===== src/rtl/llr_pkg.sv =====
// rtl/llr_pkg.sv - shared constants and FSM encoding for the slow-PHY IQ/noise packer
//
// Purpose : default sample/word widths, FIFO word bit-field offsets and the
//           one-hot state encoding used by llr_iq_noise_packer.
// Ports   : none (package).
package llr_pkg;

    localparam int LLR_DATA_W      = 16;
    localparam int LLR_RE_PER_WORD = 4;
    localparam int LLR_NZ_PER_WORD = 8;
    localparam int LLR_CNT_W       = 16;

    // IQ word: RE k occupies [IQ_RE_STRIDE*k +: IQ_RE_STRIDE], I in the low half.
    localparam int LLR_IQ_I_OFS     = 0;
    localparam int LLR_IQ_Q_OFS     = LLR_DATA_W;
    localparam int LLR_IQ_RE_STRIDE = 2 * LLR_DATA_W;
    // Noise word: sample k occupies [NZ_STRIDE*k +: NZ_STRIDE].
    localparam int LLR_NZ_STRIDE    = LLR_DATA_W;
    localparam int LLR_WORD_W       = LLR_RE_PER_WORD * LLR_IQ_RE_STRIDE;

    typedef enum logic [3:0] {
        ST_IDLE  = 4'b0001,
        ST_PACK  = 4'b0010,
        ST_DRAIN = 4'b0100,
        ST_DONE  = 4'b1000
    } llr_state_e;

endpackage


===== src/rtl/llr_lane_packer.sv =====
// rtl/llr_lane_packer.sv - packs LANES samples of LANE_W bits into one FIFO word
//
// Purpose : slot index + assembly register + one-deep pending register for a
//           single stream. A word completes on the last slot or on in_last;
//           unfilled slots stay zero. The pending word is offered to the FIFO
//           combinationally and may be reloaded in the cycle it drains.
// Ports   : clk, rstn (async, active-low)
//           allow            - upstream permission to accept (FSM/count gating)
//           in_valid/in_ready, in_data, in_last - sample handshake
//           fifo_full, wr_en, wdata           - FIFO write side
//           pend_valid       - pending word not yet written
import llr_pkg::*;

module llr_lane_packer #(
    parameter int LANE_W = 32,
    parameter int LANES  = 4
) (
    input  logic                     clk,
    input  logic                     rstn,
    input  logic                     allow,
    input  logic                     in_valid,
    input  logic [LANE_W-1:0]        in_data,
    input  logic                     in_last,
    output logic                     in_ready,
    input  logic                     fifo_full,
    output logic                     wr_en,
    output logic [LANE_W*LANES-1:0]  wdata,
    output logic                     pend_valid
);

    localparam int IDX_W  = (LANES > 1) ? $clog2(LANES) : 1;
    localparam int WORD_W = LANE_W * LANES;

    logic [IDX_W-1:0]  idx;
    logic [WORD_W-1:0] asm_word;
    logic [WORD_W-1:0] pend_word;
    logic [WORD_W-1:0] word_next;
    logic              fire;
    logic              complete;

    // A full FIFO only matters if a pending word is still waiting for it.
    assign in_ready = allow & (~pend_valid | ~fifo_full);
    assign fire     = in_ready & in_valid;
    assign complete = fire & ((idx == IDX_W'(LANES - 1)) | in_last);
    assign wr_en    = pend_valid & ~fifo_full;
    assign wdata    = pend_word;

    always_comb begin
        word_next = asm_word;
        word_next[idx*LANE_W +: LANE_W] = in_data;
    end

    always_ff @(posedge clk or negedge rstn) begin
        if (!rstn) begin
            idx        <= '0;
            asm_word   <= '0;
            pend_word  <= '0;
            pend_valid <= 1'b0;
        end else begin
            if (wr_en) begin
                pend_valid <= 1'b0;
            end
            // Completion after the drain so a same-cycle reload keeps pend_valid set.
            if (complete) begin
                pend_word  <= word_next;
                pend_valid <= 1'b1;
                asm_word   <= '0;
                idx        <= '0;
            end else if (fire) begin
                asm_word <= word_next;
                idx      <= idx + 1'b1;
            end
        end
    end

endmodule


===== src/rtl/llr_iq_noise_packer.sv =====
// rtl/llr_iq_noise_packer.sv - per-user IQ/noise packer feeding the LLR sender FIFOs
//
// Purpose : one user at a time: start pulse latches the RE amount, REs and a
//           noise burst are packed into 128-bit words, done pulses once both
//           FIFOs hold the user's last word.
// Ports   : i_core_clk, i_rx_rstn (async, active-low)
//           i_user_start, i_cur_user_re_amounts      - open user
//           i_re_valid/o_re_ready, i_re_i, i_re_q    - RE stream
//           i_noise_valid/o_noise_ready, i_noise_data, i_noise_last - noise stream
//           o_iq_fifo_wr_en/o_iq_fifo_wdata/i_iq_fifo_full - IQ FIFO
//           o_nz_fifo_wr_en/o_nz_fifo_wdata/i_nz_fifo_full - noise FIFO
//           o_user_done, o_busy, o_protocol_err       - status
import llr_pkg::*;

module llr_iq_noise_packer #(
    parameter int DATA_W      = LLR_DATA_W,
    parameter int RE_PER_WORD = LLR_RE_PER_WORD,
    parameter int NZ_PER_WORD = LLR_NZ_PER_WORD,
    parameter int CNT_W       = LLR_CNT_W
) (
    input  logic                            i_core_clk,
    input  logic                            i_rx_rstn,
    input  logic                            i_user_start,
    input  logic [CNT_W-1:0]                i_cur_user_re_amounts,
    input  logic                            i_re_valid,
    output logic                            o_re_ready,
    input  logic [DATA_W-1:0]               i_re_i,
    input  logic [DATA_W-1:0]               i_re_q,
    input  logic                            i_noise_valid,
    output logic                            o_noise_ready,
    input  logic [DATA_W-1:0]               i_noise_data,
    input  logic                            i_noise_last,
    output logic                            o_iq_fifo_wr_en,
    output logic [RE_PER_WORD*2*DATA_W-1:0] o_iq_fifo_wdata,
    input  logic                            i_iq_fifo_full,
    output logic                            o_nz_fifo_wr_en,
    output logic [NZ_PER_WORD*DATA_W-1:0]   o_nz_fifo_wdata,
    input  logic                            i_nz_fifo_full,
    output logic                            o_user_done,
    output logic                            o_busy,
    output logic                            o_protocol_err
);

    llr_state_e       state;
    logic [CNT_W-1:0] amount;
    logic [CNT_W-1:0] re_cnt;
    logic             noise_done;
    logic             iq_allow;
    logic             nz_allow;
    logic             re_last;
    logic             re_fire;
    logic             nz_fire;
    logic             iq_pend;
    logic             nz_pend;

    assign iq_allow = (state == ST_PACK) && (re_cnt < amount);
    assign nz_allow = (state == ST_PACK) && !noise_done;
    assign re_last  = ((re_cnt + 1'b1) == amount);
    assign re_fire  = o_re_ready & i_re_valid;
    assign nz_fire  = o_noise_ready & i_noise_valid;

    llr_lane_packer #(
        .LANE_W (2 * DATA_W),
        .LANES  (RE_PER_WORD)
    ) u_iq_lane (
        .clk        (i_core_clk),
        .rstn       (i_rx_rstn),
        .allow      (iq_allow),
        .in_valid   (i_re_valid),
        .in_data    ({i_re_q, i_re_i}),
        .in_last    (re_last),
        .in_ready   (o_re_ready),
        .fifo_full  (i_iq_fifo_full),
        .wr_en      (o_iq_fifo_wr_en),
        .wdata      (o_iq_fifo_wdata),
        .pend_valid (iq_pend)
    );

    llr_lane_packer #(
        .LANE_W (DATA_W),
        .LANES  (NZ_PER_WORD)
    ) u_nz_lane (
        .clk        (i_core_clk),
        .rstn       (i_rx_rstn),
        .allow      (nz_allow),
        .in_valid   (i_noise_valid),
        .in_data    (i_noise_data),
        .in_last    (i_noise_last),
        .in_ready   (o_noise_ready),
        .fifo_full  (i_nz_fifo_full),
        .wr_en      (o_nz_fifo_wr_en),
        .wdata      (o_nz_fifo_wdata),
        .pend_valid (nz_pend)
    );

    always_ff @(posedge i_core_clk or negedge i_rx_rstn) begin
        if (!i_rx_rstn) begin
            state          <= ST_IDLE;
            amount         <= '0;
            re_cnt         <= '0;
            noise_done     <= 1'b0;
            o_user_done    <= 1'b0;
            o_busy         <= 1'b0;
            o_protocol_err <= 1'b0;
        end else begin
            o_user_done <= 1'b0;
            if ((i_user_start && state != ST_IDLE) ||
                (state == ST_IDLE && (i_re_valid || i_noise_valid))) begin
                o_protocol_err <= 1'b1;
            end
            unique case (state)
                ST_IDLE: begin
                    if (i_user_start) begin
                        amount     <= i_cur_user_re_amounts;
                        re_cnt     <= '0;
                        noise_done <= 1'b0;
                        o_busy     <= 1'b1;
                        if (i_cur_user_re_amounts == '0) begin
                            state       <= ST_DONE;
                            o_user_done <= 1'b1;
                        end else begin
                            state <= ST_PACK;
                        end
                    end
                end
                ST_PACK: begin
                    if (re_fire) begin
                        re_cnt <= re_cnt + 1'b1;
                    end
                    if (nz_fire && i_noise_last) begin
                        noise_done <= 1'b1;
                    end
                    if (re_cnt == amount && noise_done) begin
                        state <= ST_DRAIN;
                    end
                end
                ST_DRAIN: begin
                    if (!iq_pend && !nz_pend) begin
                        state       <= ST_DONE;
                        o_user_done <= 1'b1;
                    end
                end
                ST_DONE: begin
                    state  <= ST_IDLE;
                    o_busy <= 1'b0;
                end
                default: begin
                    state  <= ST_IDLE;
                    o_busy <= 1'b0;
                end
            endcase
        end
    end

endmodule


===== config.mk =====
export PLATFORM = sky130hd
export DESIGN_NAME = llr_iq_noise_packer
export DESIGN_NICKNAME = d
export VERILOG_FILES = /design/src/rtl/llr_pkg.sv /design/src/rtl/llr_lane_packer.sv /design/src/rtl/llr_iq_noise_packer.sv
export SDC_FILE = /design/constraint.sdc
export NUM_CORES = 1
export LEC_CHECK = 0
export ABC_AREA = 1
export CORE_UTILIZATION = 31
export DETAILED_ROUTE_END_ITERATION = 10
export PLACE_DENSITY = 0.58
export SYNTH_ARGS = -nofsm -noshare
export SYNTH_HDL_FRONTEND = slang
export SYNTH_HIERARCHICAL = 1
export SYNTH_SLANG_ARGS = --single-unit

===== constraint.sdc =====
create_clock -name i_core_clk -period 3 [get_ports i_core_clk]
set_input_delay 0.6 -clock i_core_clk [delete_from_list [all_inputs] [get_ports i_core_clk]]
set_output_delay 0.6 -clock i_core_clk [all_outputs]
set_load 0.1 [all_outputs]

==> results.json, run 1 <==
{
  "antenna_found_initial": 0,
  "syn_nets": 3715,
  "path_class": "flip-flop to output port",
  "cp.required_ns": 2.40,
  "vias_per_cell": 4.83,
  "cts_root_buf": "clkbuf_16",
  "path_common_cell": "a21oi_2",
  "drv_cap": 0,
  "routed_wl_mm": 91.5,
  "worst_slew_pin_slew_ns": 0.649,
  "die_w_um": 298,
  "fin_cells": 5130,
  "synth.avg_cell_area_um2": 7.54,
  "vias": 24800,
  "slew_viol_final": 0,
  "start_util": 0.313,
  "diodes": 0,
  "reg2reg_from": "re_cnt[1]",
  "min_from": "o_protocol_err",
  "hold_violations": 0,
  "insertion_delay_ns": 0.63,
  "startpoint_type": "flip-flop",
  "skew_ns": 0.0232,
  "cts-buffers-inserted": 68,
  "io-pin-count": 335,
  "async_flop_share": 1.00,
  "post_drt_wl_per_cell_um": 17.8,
  "period_needed_ns": 2.92,
  "cp_cell_sequence": "inv_1 -> ha_1 -> a21oi_2 -> o21ai_2 -> a21oi_2 -> o211a_1 -> nand2_1 -> inv_2 -> buf_12",
  "rsz0062_at_grt": "yes",
  "final_antenna_net_count": 0,
  "coreArea_um2": 86900,
  "grt_overflow": 0,
  "slowest_stage": "dfrtp_1",
  "slew_headroom": 0.567,
  "ys.flop_type": "dfrtp_1",
  "clock_sinks": 559,
  "period_share": 0.973,
  "clockBufferDepth": 3,
  "cp_max_fo": 2,
  "grt_pass1_vias": 23300,
  "synthCells": 3614,
  "synth_edf_count": 0,
  "vdd.ir_drop.worst_uv": 1100,
  "grt_max_degree": 103,
  "firstDrtPassIters": 6,
  "portBuffers": 334,
  "grt_use_total": 0.201,
  "gp_congestion": 0.865,
  "min_path_type": "flip-flop to flip-flop",
  "ys_seq_area_frac": 0.514,
  "drc": 0,
  "clkTransAtPathRegs_ns": 0.06,
  "arrival_ns": 2.32,
  "critPathMaxStageDelay_ns": 0.34,
  "chipHeight_um": 298,
  "htree_num_levels": 3,
  "crit_family": "compound AO/OA/AOI/OAI gates",
  "grt_pass1_wl_mm": 141,
  "nets": 4024,
  "rows": 108,
  "finalSetupViolations": 0,
  "synth_warnings": 6,
  "ys_seq_elements": 559,
  "finalPower_mw": 34.6,
  "post-route-util": 0.392,
  "status": "finished, final reports clean",
  "place_inst": 4984,
  "ys_types": 36,
  "dpl.hpwl_mm": 62.3,
  "worst-path-buf-inv": 3,
  "clock.fmax_ghz": 0.343,
  "syn_area_um2": 27200,
  "p_leak_nw": 18.7,
  "worstSetupEndpointType": "output port",
  "power.density_nw_per_um2": 1020,
  "drtIter0Drc": 2133,
  "areaGrowthSynthToFinish_pct": 25.1,
  "cts_tree": "yes",
  "drive_above_1_share": 0.142,
  "dieArea_um2": 89000,
  "crit_start": "amount[1]"
}
-- final timing paths --
kind                                           end  slack, ns  cells after the start
setup reg to reg           u_iq_lane/asm_word[106]       0.27                     17
hold reg to reg                     o_protocol_err       0.47                      2
setup / recovery                        o_re_ready       0.08                      9
min in group asynchronous               amount[15]       0.52                      2
max in group asynchronous      u_iq_lane/wdata[78]       1.58                      4
hold / removal                      o_protocol_err       0.47                      2
-- worst min-delay path: stages, from the launching register on --
cell and delay (ns):
dfrtp_1 0.35, a21oi_1 0.04, nand2_1 0.05
-- layout by cell type, fill, tap and decap left out, types with 5 or more instances in the layout --
cell             count
nand2_1           1761
dfrtp_1            554
nand3_1            395
buf_4              331
inv_1              229
o21ai_0            210
nor2_1              84
clkbuf_16           71
clkdlybuf4s50_1     70
nand4_1             39
buf_12              32
ha_1                22
clkinv_2            15
nor2_4              14
inv_2               12
nand2_2             11
o22ai_1             11
clkbuf_8            11
nor2_2              10
bufinv_16            9
a21oi_1              7
o21ai_1              7
a21oi_2              7
clkbuf_1             7
ha_4                 6
nand3_4              5
-- stage by stage --
step | setup TNS [ns] | area [µm²] | hold slack, ns | setup WS [ns]
2_1_floorplan | 0 | 27200 | 0.304 | 0.355
3_3_place_gp | 0 | 31300 | 0.455 | 0.232
3_5_place_dp | 0 | 31300 | 0.454 | 0.172
4_1_cts | 0 | 33700 | 0.468 | 0.00122
5_1_grt | -0.0186 | 34100 | 0.491 | -0.0161
6_report | 0 | 34100 | 0.466 | 0.0810
-- metal layers --
metal	global-route usage	wire length [µm]	up-vias
met4	0.0620	2350	0
met3	0.0481	6950	143
met2	0.302	41100	817
met5	0	0	-
met1	0.284	41100	11900
li1	-	-	12000
-- report_power, final --
| part | internal [mW] | leakage [nW] | switching, mW |
|---|---|---|---|
| sequential | 9.20 | 7.67 | 0.997 |
| combinational | 3.49 | 9.88 | 12.1 |
| clock | 5.28 | 1.17 | 3.56 |
| total | 18.0 | 18.7 | 16.7 |
-- logic make-up (layout without fill, tap and decap cells) --
family,after synthesis,after routing,synth area share
compound gates,249,249,0.0472
flops,559,559,0.514
buf+inv,443,804,0.0730
fa+ha+maj,29,29,0.0133
simple gates,2334,2334,0.353
-- cells in the mapped netlist (4+ instances only) --
master    number  area, µm²
inv_1        238        893
dfrtp_1      558      14000
o21ai_0      214       1070
o22ai_1       11       68.8
buf_4         29        218
nand4_1       39        244
nor2_4        11        124
nor2_1        88        330
nand3_1      395       1980
nand2_2       10       62.6
nor2_2         9       56.3
clkbuf_1      74        278
o21ai_1        4       20.0
ha_1          29        363
inv_2          5       18.8
nand2_1     1762       6610
nor4_1         4       25.0
a21oi_1       14       70.1
nand3_2        6       60.1
buf_6         16        180
buf_2         77        385
-- flip-flops by register name (all words and copies together), names as in the netlist, 2 cells and up --
name,flops
amount,16
re_cnt,16
state,4
u_iq_lane/asm_word,128
u_iq_lane/idx,2
u_iq_lane/wdata,128
u_nz_lane/asm_word,128
u_nz_lane/idx,3
u_nz_lane/wdata,128
-- final cells by class --
| class | instances | area [µm²] |
|---|---|---|
| clock buffer | 86 | 1880 |
| clock inverter | 36 | 508 |
| timing repair buffer | 438 | 3930 |
| inverter | 244 | 920 |
| multi-input combinational | 2612 | 11400 |
| fill | 8882 | 52800 |
| sequential | 559 | 14000 |
| tap | 1155 | 1450 |
-- timing repair --
action                     4_1_cts  5_1_grt
hold endpoints to repair        40        0
gates cloned                     0        3
buffers inserted                 3       17
pin swaps                        3        8
setup endpoints to repair        1      206
resized for setup                8       30
hold buffers                     1        0
No activity file was read; power rests on OpenSTA's default activity.
==> run 2, diff against run 1 <==
--- a/config.mk
+++ b/config.mk
@@ -6,9 +6,9 @@
 export NUM_CORES = 1
 export LEC_CHECK = 0
 export ABC_AREA = 1
-export CORE_UTILIZATION = 31
+export CORE_UTILIZATION = 55
 export DETAILED_ROUTE_END_ITERATION = 10
-export PLACE_DENSITY = 0.58
+export PLACE_DENSITY = 0.87
 export SYNTH_ARGS = -nofsm -noshare
 export SYNTH_HDL_FRONTEND = slang
 export SYNTH_HIERARCHICAL = 1
==> results.json, run 2 (same netlist as run 1, synthesis figures left out) <==
{
  "worstSetupEndpointType": "output port",
  "worst-path-buf-inv": 3,
  "cp_cell_sequence": "inv_1 -> ha_1 -> a21oi_2 -> o21ai_1 -> a21oi_2 -> o211a_1 -> nand2_1 -> inv_2 -> buf_12",
  "coreArea_um2": 48800,
  "final_common_cell": "nand2_1",
  "slew_viol_final": 0,
  "grt_use_total": 0.316,
  "grt_max_degree": 173,
  "period_needed_ns": 2.89,
  "vias_per_cell": 5.56,
  "clock_sinks": 559,
  "crit_family": "compound AO/OA/AOI/OAI gates",
  "gp_congestion": 0.941,
  "htree_num_levels": 2,
  "slowest_stage": "dfrtp_1",
  "clock.fmax_ghz": 0.347,
  "startpoint_type": "flip-flop",
  "slew_headroom": 0.262,
  "finalSetupViolations": 0,
  "critPathMaxStageDelay_ns": 0.34,
  "power.density_nw_per_um2": 1010,
  "switching_share": 0.486,
  "final_antenna_net_count": 0,
  "mostFrequentLayoutCells": "1762 x nand2_1, 555 x dfrtp_1, 395 x nand3_1, 321 x buf_4, 231 x inv_1",
  "rows": 81,
  "portBuffers": 334,
  "worst_slew_pin_slew_ns": 1.11,
  "p_leak_nw": 18.3,
  "cts_root_buf": "clkbuf_16",
  "firstDrtPassIters": 7,
  "pre_cts_ws_ns": 0.159,
  "postLayoutSetupSlackWorst_ns": 0.114,
  "io-pin-count": 335,
  "clockBufferDepth": 3,
  "cts_tree": "yes",
  "fillers": 3922,
  "drc": 0,
  "path_class": "flip-flop to output port",
  "drive_above_1_share": 0.130,
  "clkPwrFrac": 0.228,
  "start_util": 0.558,
  "hold_violations": 0,
  "cp_max_fo": 2,
  "path_common_cell": "a21oi_2",
  "routed_wl_mm": 79.9,
  "arrival_ns": 2.29,
  "pwr-share-seq": 0.311,
  "areaGrowthSynthToFinish_pct": 19.9,
  "post_drt_wl_per_cell_um": 17.4,
  "period_share": 0.962,
  "power_frac_comb": 0.461,
  "cp.required_ns": 2.40,
  "grt_pass1_wl_mm": 127,
  "insertion_delay_ns": 0.63,
  "status": "finished, final reports clean",
  "antenna_found_initial": 1,
  "cts-buffers-inserted": 57,
  "min_path_type": "flip-flop to flip-flop",
  "die_w_um": 225,
  "dpl.hpwl_mm": 53.2,
  "grt_pass1_vias": 24100,
  "switching_power_mw": 16.0,
  "drv_cap": 0,
  "vdd.ir_drop.worst_uv": 1400,
  "clkTransAtPathRegs_ns": 0.06,
  "grt_overflow": 0,
  "chipHeight_um": 225,
  "skew_ns": 0.0354,
  "dieArea_um2": 50400,
  "p_int_mw": 17.0,
  "vias": 25600,
  "nets": 3989,
  "drtIter0Drc": 3332,
  "finalPower_mw": 33.0
}
==> run 2: cell types whose count changed in the layout (fill, tap and decap cells not counted), moves of 3 or more <==
| cell | delta |
|---|---|
| a21oi_1 | +3 |
| a21oi_2 | -3 |
| buf_12 | -12 |
| buf_4 | -10 |
| clkbuf_1 | +4 |
| clkbuf_16 | -14 |
| clkbuf_8 | +3 |
| clkinv_2 | -4 |
| ha_1 | +3 |
==> run 2: area by class of cell <==
type	count	area, µm²	share of cell area
inverter	244	920	0.0282
sequential	559	14000	0.429
clock buffer	82	1660	0.0509
tap	664	831	0.0254
antenna	1	2.50	0.0000767
multi-input combinational	2612	11300	0.348
timing repair buffer	414	3550	0.109
clock inverter	24	344	0.0105
==> run 2: per-layer routing <==
metal  vias to the layer above  routed length, µm  global-route usage
li1                      11900                  -                   -
met1                     12000              31800               0.431
met2                      1411              35800               0.482
met3                       244               8520              0.0718
met4                         0               3750               0.144
met5                         -                  0                   0
==> run 2: repair_timing <==
action                                 in CTS  in global routing
pin swaps                                   2                  4
buffers inserted                            5                  5
gates cloned                                0                  0
hold buffers                                1                  0
endpoints found under the hold margin      44                  0
gates resized for setup                     2                 21
setup endpoints to repair                   1                260
==> run 2: tightest hold or removal path, stage by stage, from the launching register on <==
cell and delay, ns:
dfrtp_1 0.34, nand2_1 0.05, nand2_1 0.06
==> run 2: worst paths after layout <==
| check | startpoint | end | slack [ns] | cells past startpoint |
|---|---|---|---|---|
| max | amount[1] | o_re_ready | 0.11 | 9 |
| min | u_nz_lane/asm_word[40] | u_nz_lane/asm_word[40] | 0.48 | 2 |
| max reg2reg | re_cnt[13] | u_iq_lane/wdata[72] | 0.21 | 11 |
| min reg2reg | u_nz_lane/asm_word[40] | u_nz_lane/asm_word[40] | 0.48 | 2 |
| max in group asynchronous | i_rx_rstn | u_nz_lane/asm_word[21] | 1.55 | 3 |
| min in group asynchronous | i_rx_rstn | u_iq_lane/asm_word[51] | 0.49 | 2 |
==> run 2: through the flow <==
stage | TNS, ns | utilization | instances | hold WS (ns) | area, µm²
after floorplan | 0 | - | 3614 | 0.304 | 27200
after global routing | -0.0282 | 0.668 | 4600 | 0.491 | 32600
after detailed placement | 0 | 0.624 | 4482 | 0.465 | 30500
after global placement | 0 | 0.624 | 4482 | 0.460 | 30500
final | 0 | 0.668 | 4600 | 0.478 | 32600
after CTS | 0 | 0.666 | 4594 | 0.481 | 32500
==> run 2: power by group through the flow <==
stage / sequential [mW] / clock [mW] / combinational [mW]
2_1_floorplan: 15.5 / 0 / 5.98
3_3_place_gp: 10.3 / 0 / 14.6
3_5_place_dp: 10.3 / 0 / 14.8
4_1_cts: 10.2 / 7.63 / 15.0
5_1_grt: 10.4 / 7.90 / 16.2
6_report: 10.3 / 7.53 / 15.2
==> run 3, diff against run 2 <==
--- a/config.mk
+++ b/config.mk
@@ -11,5 +11,4 @@
 export PLACE_DENSITY = 0.87
 export SYNTH_ARGS = -nofsm -noshare
 export SYNTH_HDL_FRONTEND = slang
-export SYNTH_HIERARCHICAL = 1
 export SYNTH_SLANG_ARGS = --single-unit
==> results.json, run 3 <==
{
  "status": "finished, final reports clean",
  "htree_num_levels": 2,
  "slew_headroom": 0.457,
  "drtIter0Drc": 3290,
  "syn_area_um2": 26000,
  "vias_per_cell": 5.89,
  "startpoint_type": "flip-flop",
  "arrival_ns": 2.36,
  "final_antenna_net_count": 0,
  "cp_cell_sequence": "inv_1 -> ha_4 -> a21oi_2 -> o21ai_1 -> nand2_1 -> o21ai_1 -> nor3_1 -> nand2_2 -> inv_2 -> buf_12",
  "period_needed_ns": 2.96,
  "clock_sinks": 559,
  "ys_types": 37,
  "skew_ns": 0.0283,
  "hold_violations": 0,
  "ys.flop_type": "dfrtp_1",
  "whs_ns": 0.460,
  "drc": 0,
  "areaGrowthSynthToFinish_pct": 20.8,
  "power.density_nw_per_um2": 1060,
  "finalSetupViolations": 0,
  "grt_pass1_wl_mm": 120,
  "cts_tree": "yes",
  "slew_viol_final": 0,
  "grt_pass1_vias": 22200,
  "crit_family": "buffers and inverters",
  "ys_seq_elements": 559,
  "coreArea_um2": 46600,
  "insertion_delay_ns": 0.63,
  "cp_max_fo": 3,
  "antenna_found_initial": 3,
  "rows": 79,
  "die_w_um": 219,
  "cp.required_ns": 2.40,
  "period_share": 0.986,
  "grt_max_degree": 168,
  "vias": 23700,
  "drv_cap": 0,
  "grt_use_total": 0.317,
  "ys_seq_area_frac": 0.539,
  "path_common_cell": "o21ai_1",
  "start_util": 0.558,
  "worstSetupEndpointType": "output port",
  "dpl.hpwl_mm": 50.9,
  "syn_nets": 3229,
  "cts_root_buf": "clkbuf_16",
  "pre_cts_ws_ns": 0.339,
  "clock.fmax_ghz": 0.338,
  "portBuffers": 334,
  "routed_wl_mm": 76.5,
  "synth.avg_cell_area_um2": 8.30,
  "drive_above_1_share": 0.139,
  "fin_cells": 4028,
  "chipHeight_um": 219,
  "firstDrtPassIters": 9,
  "slowest_stage": "dfrtp_1",
  "synth_edf_count": 0,
  "clkTransAtPathRegs_ns": 0.06,
  "synth_warnings": 0,
  "post_drt_wl_per_cell_um": 19.0,
  "worst-path-buf-inv": 3,
  "final_common_cell": "nand2_1",
  "yosysMostFrequentCell": "nand2_1",
  "ys_top_cells_by_count": "849 x nand2_1, 558 x dfrtp_1, 317 x inv_1",
  "finalPower_mw": 33.3,
  "place_inst": 3912,
  "postLayoutSetupSlackWorst_ns": 0.0413,
  "worst_slew_pin_slew_ns": 0.813,
  "mostFrequentLayoutCells": "841 x nand2_1, 555 x dfrtp_1, 317 x buf_4, 314 x inv_1, 249 x o21ai_0",
  "post-route-util": 0.674,
  "path_class": "flip-flop to output port",
  "dieArea_um2": 48100,
  "p_leak_nw": 15.6,
  "synthCells": 3128,
  "synth_top_area_frac": 0.538,
  "async_flop_share": 1.00,
  "critPathMaxStageDelay_ns": 0.41,
  "gp_congestion": 0.957,
  "yosys.area.top_type": "dfrtp_1",
  "clockBufferDepth": 3,
  "min_path_type": "input pin to async pin",
  "cts-buffers-inserted": 56,
  "vdd.ir_drop.worst_uv": 1290,
  "nets": 3474,
  "io-pin-count": 335,
  "grt_overflow": 0,
  "yosys-top-cells-area": "dfrtp_1 54%, nand2_1 12%, o21ai_0 4.8%"
}
## run 3: changes by cell type after synthesis, moves of 48 or more
| cell | change |
|---|---|
| clkbuf_1 | +102 |
| nor3_1 | +57 |
| buf_2 | -48 |
| nand3_1 | -200 |
| nand4_1 | +62 |
| a21oi_1 | +107 |
| o22ai_1 | +159 |
| inv_1 | +79 |
| nand2_1 | -913 |
## run 3: final timing paths
kind,startpoint,cells past startpoint,slack (ns),endpoint
min in group i_core_clk,u_iq_lane.wdata[40],2,0.47,u_iq_lane.wdata[40]
hold reg to reg,u_iq_lane.wdata[40],2,0.47,u_iq_lane.wdata[40]
setup reg to reg,re_cnt[1],16,0.22,u_iq_lane.asm_word[66]
max in group asynchronous,i_rx_rstn,4,1.63,u_nz_lane.asm_word[78]
setup / recovery,amount[9],10,0.04,o_re_ready
hold / removal,i_rx_rstn,2,0.46,u_iq_lane.wdata[42]
## run 3: stage by stage
| step | TNS [ns] | area (µm²) |
|---|---|---|
| finish | 0 | 31400 |
| global route | -0.0582 | 31400 |
| detailed placement | 0 | 29400 |
| global placement | 0 | 29400 |
| CTS | 0 | 31300 |
| floorplan | 0 | 26000 |
## run 3: logic make-up (layout without fill, tap and decap cells)
kind of cell | count (synthesis) | in the layout | share of synthesized area
adder cells (fa/ha/maj) | 29 | 29 | 0.0140
XOR/XNOR | 6 | 6 | 0.00361
AND/OR/NAND/NOR | 1393 | 1393 | 0.231
AO/OA/AOI/OAI | 589 | 589 | 0.127
buffers and inverters | 552 | 840 | 0.0854
other | 0 | 5 | 0
flip-flops | 559 | 559 | 0.539
## run 3: cell type report
class | count | area, µm²
Timing Repair Buffer | 416 | 3650
Sequential cell | 559 | 14000
Antenna cell | 5 | 12.5
Tap cell | 607 | 759
Clock buffer | 77 | 1570
Fill cell | 3522 | 15200
Multi-Input combinational cell | 2017 | 9880
Clock inverter | 24 | 283
Inverter | 323 | 1210
## run 3: timing repair
item,in CTS,in global routing
gates cloned,0,0
endpoints found under the setup margin,1,1
hold endpoints to repair,38,0
hold buffers,1,0
resized for setup,4,13
pin swaps,0,5
buffers inserted,2,7
## run 3: per-layer routing
layer | global-route usage | up-vias | share of wire
li1 | - | 10800 | -
met1 | 0.440 | 11300 | 0.39
met2 | 0.464 | 1370 | 0.44
met3 | 0.0862 | 248 | 0.11
met4 | 0.144 | 0 | 0.049
met5 | 0 | - | 0
## run 3: report_power, final
group	internal, mW	switching (mW)	total, mW
Clock	4.09	3.04	7.14
Sequential	9.37	1.09	10.5
Combinational	3.58	12.1	15.7
